[src/rtl/scmp_bus_ctl.sv]
// SC/MP bus cycle controller.
// Takes single-byte read/write requests from the microcode sequencer, arbitrates
// for the 8060-style bus through the BREQ/ENIN/ENOUT daisy chain, runs the
// ADS -> RD/WR strobe sequence with HOLD wait-state extension and reports
// completion with a one-cycle done pulse (plus err on HOLD timeout).
module scmp_bus_ctl #(
    parameter int unsigned STROBE_CYCLES = 2,   // minimum RD/WR strobe width, 1..15
    parameter int unsigned HOLD_TIMEOUT  = 255  // max HOLD extension clocks, 1..255
) (
    input  logic        clk,
    input  logic        rst_n,

    // Microcode side
    input  logic        req_rd,
    input  logic        req_wr,
    input  logic [15:0] addr,
    input  logic [7:0]  wdata,
    output logic [7:0]  rdata,
    output logic        done,
    output logic        err,
    output logic        busy,

    // External bus side
    output logic [11:0] bus_addr,
    output logic [7:0]  bus_D_out,
    output logic        bus_D_oe,
    input  logic [7:0]  bus_D_in,
    output logic        bus_ADS_n,
    output logic        bus_RD_n,
    output logic        bus_WR_n,
    input  logic        bus_HOLD_n,
    input  logic        bus_ENIN,
    output logic        bus_ENOUT,
    output logic        bus_BREQ_out
);

    typedef enum logic [2:0] {
        StIdle,
        StReq,
        StAds,
        StStrb,
        StRel
    } state_e;

    // Counter values that mark the last programmed strobe clock and the
    // HOLD extension limit.
    localparam logic [3:0] StrbLast  = 4'(STROBE_CYCLES - 1);
    localparam logic [7:0] HoldLimit = 8'(HOLD_TIMEOUT);

    state_e      state_q,    state_d;
    logic [15:0] addr_q,     addr_d;
    logic [7:0]  wdata_q,    wdata_d;
    logic        is_rd_q,    is_rd_d;
    logic [3:0]  strb_cnt_q, strb_cnt_d;
    logic [7:0]  hold_cnt_q, hold_cnt_d;
    logic [7:0]  rdata_q,    rdata_d;
    logic        err_q,      err_d;
    logic        end_strobe;

    // Next-state logic: request capture, arbitration wait, strobe timing and HOLD.
    always_comb begin
        state_d    = state_q;
        addr_d     = addr_q;
        wdata_d    = wdata_q;
        is_rd_d    = is_rd_q;
        strb_cnt_d = strb_cnt_q;
        hold_cnt_d = hold_cnt_q;
        rdata_d    = rdata_q;
        err_d      = err_q;
        end_strobe = 1'b0;

        case (state_q)
            StIdle: begin
                err_d = 1'b0;
                if (req_rd || req_wr) begin
                    // A simultaneous write request is dropped: read wins.
                    addr_d  = addr;
                    wdata_d = wdata;
                    is_rd_d = req_rd;
                    state_d = StReq;
                end
            end

            StReq: begin
                // Wait for the chain to grant us the bus, however long it takes.
                if (bus_ENIN) begin
                    state_d = StAds;
                end
            end

            StAds: begin
                strb_cnt_d = 4'd0;
                hold_cnt_d = 8'd0;
                state_d    = StStrb;
            end

            StStrb: begin
                if (strb_cnt_q != StrbLast) begin
                    // HOLD is not looked at until the programmed width is used up.
                    strb_cnt_d = strb_cnt_q + 4'd1;
                end else if (bus_HOLD_n) begin
                    end_strobe = 1'b1;
                end else if (hold_cnt_q == HoldLimit) begin
                    // Slave held too long: terminate anyway and flag it.
                    end_strobe = 1'b1;
                    err_d      = 1'b1;
                end else begin
                    hold_cnt_d = hold_cnt_q + 8'd1;
                end

                if (end_strobe) begin
                    state_d = StRel;
                    if (is_rd_q) begin
                        rdata_d = bus_D_in;
                    end
                end
            end

            StRel: begin
                err_d   = 1'b0;
                state_d = StIdle;
            end

            default: begin
                state_d = StIdle;
            end
        endcase
    end

    // State and datapath registers; reset abandons any cycle in flight.
    always_ff @(posedge clk or negedge rst_n) begin
        if (!rst_n) begin
            state_q    <= StIdle;
            addr_q     <= 16'h0000;
            wdata_q    <= 8'h00;
            is_rd_q    <= 1'b0;
            strb_cnt_q <= 4'd0;
            hold_cnt_q <= 8'd0;
            rdata_q    <= 8'h00;
            err_q      <= 1'b0;
        end else begin
            state_q    <= state_d;
            addr_q     <= addr_d;
            wdata_q    <= wdata_d;
            is_rd_q    <= is_rd_d;
            strb_cnt_q <= strb_cnt_d;
            hold_cnt_q <= hold_cnt_d;
            rdata_q    <= rdata_d;
            err_q      <= err_d;
        end
    end

    // Bus and status outputs decoded from the registered state only.
    always_comb begin
        bus_ADS_n    = 1'b1;
        bus_RD_n     = 1'b1;
        bus_WR_n     = 1'b1;
        bus_addr     = 12'h000;
        bus_D_out    = 8'h00;
        bus_D_oe     = 1'b0;
        bus_BREQ_out = 1'b1;
        bus_ENOUT    = 1'b0;
        busy         = 1'b1;
        done         = 1'b0;

        case (state_q)
            StIdle: begin
                bus_BREQ_out = 1'b0;
                bus_ENOUT    = bus_ENIN;
                busy         = 1'b0;
            end

            StReq: begin
            end

            StAds: begin
                // Upper address nibble rides on the data bus during ADS.
                bus_ADS_n = 1'b0;
                bus_addr  = addr_q[11:0];
                bus_D_out = {4'b0000, addr_q[15:12]};
                bus_D_oe  = 1'b1;
            end

            StStrb: begin
                bus_addr = addr_q[11:0];
                if (is_rd_q) begin
                    bus_RD_n = 1'b0;
                end else begin
                    bus_WR_n  = 1'b0;
                    bus_D_out = wdata_q;
                    bus_D_oe  = 1'b1;
                end
            end

            StRel: begin
                done = 1'b1;
            end

            default: begin
                bus_BREQ_out = 1'b0;
                busy         = 1'b0;
            end
        endcase
    end

    assign rdata = rdata_q;
    assign err   = err_q;

endmodule

[config.mk]
export PLATFORM = sky130hd
export DESIGN_NAME = scmp_bus_ctl
export DESIGN_NICKNAME = d
export VERILOG_FILES = /design/src/rtl/scmp_bus_ctl.sv
export SDC_FILE = /design/constraint.sdc
export NUM_CORES = 1
export LEC_CHECK = 0
export CAP_MARGIN = 20
export CELL_PAD_IN_SITES_DETAIL_PLACEMENT = 1
export CELL_PAD_IN_SITES_GLOBAL_PLACEMENT = 1
export CORE_ASPECT_RATIO = 1.75
export CORE_MARGIN = 3
export CORE_UTILIZATION = 39
export DETAILED_ROUTE_END_ITERATION = 8
export GPL_ROUTABILITY_DRIVEN = 1
export PLACE_DENSITY = 0.94
export SLEW_MARGIN = 25
export SYNTH_ARGS = -nofsm -noshare
export SYNTH_HDL_FRONTEND = slang
export SYNTH_SLANG_ARGS = --single-unit
[constraint.sdc]
create_clock -name clk -period 4.7 [get_ports clk]
set_input_delay 0.705 -clock clk [delete_from_list [all_inputs] [get_ports clk]]
set_output_delay 0.705 -clock clk [all_outputs]
set_load 0.02 [all_outputs]
==> results.cfg <==
[status]
status = complete, no violations

[cells_and_area]
stdcell_count = 364
final_cell_mix = clkdlybuf4s50_1 (73), dfrtp_1 (49), mux2_2 (33)
syn_to_final_growth_pct = 35.8
finalInstanceArea_um2 = 3300
final_common_cell = clkdlybuf4s50_1
fillers = 636
final_layout_size_suffix_gt1_share_pct = 16.8
nNetsFinal = 326
antennaDiodeCount = 0
multi_input_area_um2 = 1130
ff_latch_area_um2 = 1230
utilization_pct = 55.2

[route]
wl_per_cell_um = 17.9
routed_wl_um = 6520
num_vias = 1916
dr.pass1.iters = 4
ant_nets = 0
drtIter0Drc = 98
drcViolationCount = 0
viasPerCell = 5.26

[worst_setup_path]
r2r_end = wdata_q[4]$_DFFE_PN0P_
path_class = reg -> out
worstSetupEndpoint = bus_D_out[7]
endpoint_kind = output port
worstPathRequired_ps = 3990
crit_path_max_fanout = 20
crit_start = state_q[2]$_DFFE_PN0P_
r2r-start = state_q[0]$_DFFE_PN0P_
worstSetupStartpointType = flip-flop
rr_worst_depth = 3
rrSetupSlack_ps = 2350
crit_arrival_ps = 2540

[clocking]
ctsHoldBuffers = 0
cts-resized-gates = 0
h-tree-depth = 2
cts_setup_buffers = 0
clk_latency_ps = 310
numCtsBuffers = 5
cts.sinks = 49
root_buffer = clkbuf_8
tritoncts = built
clockBufferDepth = 2
clk_pin_slew_ps = 90

[sta]
fin_crit_sh_pct = 69.1
tightest_slew_ps = 680
tns_ps = 0
maxSlewViolCount = 0
fin_crit_ps = 3250
setup_viol = 0
max_freq_mhz = 308
whs_ps = 490
setup_ws_ps = 1450
hold_viol = 0
grt_setup_unrepaired = no
finalClockSkew_ps = 6.49
relSlewSlack_pct = 54.6

[yosys]
synth-seq-area-share_pct = 50.5
ys_ff_latch = 49
ys_top_cells_by_area = dfrtp_1 (50%), mux2_2 (15%), and2_1 (4.9%)
ys.flop_type = dfrtp_1
synth_top_cell_area_share_pct = 50.5
synth_edf_count = 0
syn_avg_cell_area_um2 = 11.4
syn_inst = 213
syn_area_um2 = 2430
syn-num-nets = 254
async_reset_ff_share_pct = 100
yosysUniqueCellTypes = 38
synth_warnings = 0
synth_top_area_cell = dfrtp_1

[floorplan]
die_w_um = 65.7
num_rows = 37
dieArea_um2 = 7250
coreArea_um2 = 5970
die_h_um = 110
io_pins = 75
initial_core_util_pct = 40.7

[job]
cap_violations = 0

[global_routing]
grt_pass1_wl_um = 10900
grt_usage_pct = 19.4
grt_max_degree = 50
antenna_found_initial = 0
first_global_vias = 2142
grt-ovfl-total = 0

[power]
peakVddDrop_mv = 0.328
leakagePower_nw = 1.38
power.density_nw_per_um2 = 627
p_total_mw = 2.07

[placed_design]
post-place-cells = 356
hpwl_um = 4940
port-buffer-count = 74
placed_area_um2 = 3220
pre_cts_slack_ps = 1790
gp_congestion = 0.769

[min_path]
hp-class = in -> async
[metal layers]
layer	share of wire [%]	track usage (%)	up-vias
met3	4.7	4.58	14
met4	2.8	8.45	0
li1	-	-	882
met2	56	34.6	50
met1	36	21.0	970
met5	0	0	-
[synth_stat cells (all sizes together), types with 5 or more instances]
library cell	n
buf	6
nor2	11
dfrtp	49
nand2b	8
and2	19
o21ai	6
inv	5
mux2	33
a21oi	9
nand2	15
nor2b	6
[sequential cells by signal, indices dropped and copies added, names as in the netlist]
register	cells
strb_cnt_q	4
wdata_q	8
is_rd_q	1
err	1
addr_q	16
rdata	8
state_q	3
hold_cnt_q	8
[report_power, final]
part / switching, mW / internal [mW] / leakage (nW)
sequential: 0.143 / 0.597 / 0.608
combinational: 0.530 / 0.551 / 0.723
clock: 0.143 / 0.104 / 0.0450
total: 0.816 / 1.25 / 1.38
[worst max-delay path, cell delays in order (launching register included)]
cell             delay (ps)
dfrtp_1                 460
and2b_4                 440
nand2_1                 170
nor2_1                  340
and2_1                  190
clkdlybuf4s50_1         620
[worst min-delay path by stage]
stage                             to             startpoint  cells after the start
4_1_cts        addr_q[7]$_DFFE_PN0P_                  rst_n                      2
3_5_place_dp   addr_q[8]$_DFFE_PN0P_  addr_q[8]$_DFFE_PN0P_                      1
2_1_floorplan  addr_q[0]$_DFFE_PN0P_                  rst_n                      0
6_report       addr_q[7]$_DFFE_PN0P_                  rst_n                      2
3_3_place_gp   addr_q[6]$_DFFE_PN0P_  addr_q[6]$_DFFE_PN0P_                      1
5_1_grt         rdata[1]$_DFFE_PN0P_   rdata[1]$_DFFE_PN0P_                      1
[layout make-up]
class / count / area share [%]
clock buffers: 6 / 2.20
inverters: 5 / 0.569
flip-flops and latches: 49 / 37.2
multi-input cells: 149 / 34.3
repair buffers: 75 / 22.5
well taps: 78 / 2.96
clock inverters: 2 / 0.303
[kinds of logic (layout without fill, tap and decap cells)]
kind of cell / Yosys count / count (layout) / synth area share (%)
buffers and inverters: 15 / 88 / 3.30
xor gates and xnor gates: 2 / 2 / 0.721
AOI/OAI and AO/OA: 28 / 28 / 8.03
and+or+nand+nor: 79 / 79 / 19.0
DFF: 49 / 49 / 50.5
adders and majority gates: 3 / 3 / 1.54
muxes: 37 / 37 / 16.9
No activity file was read; power rests on OpenSTA's default activity.
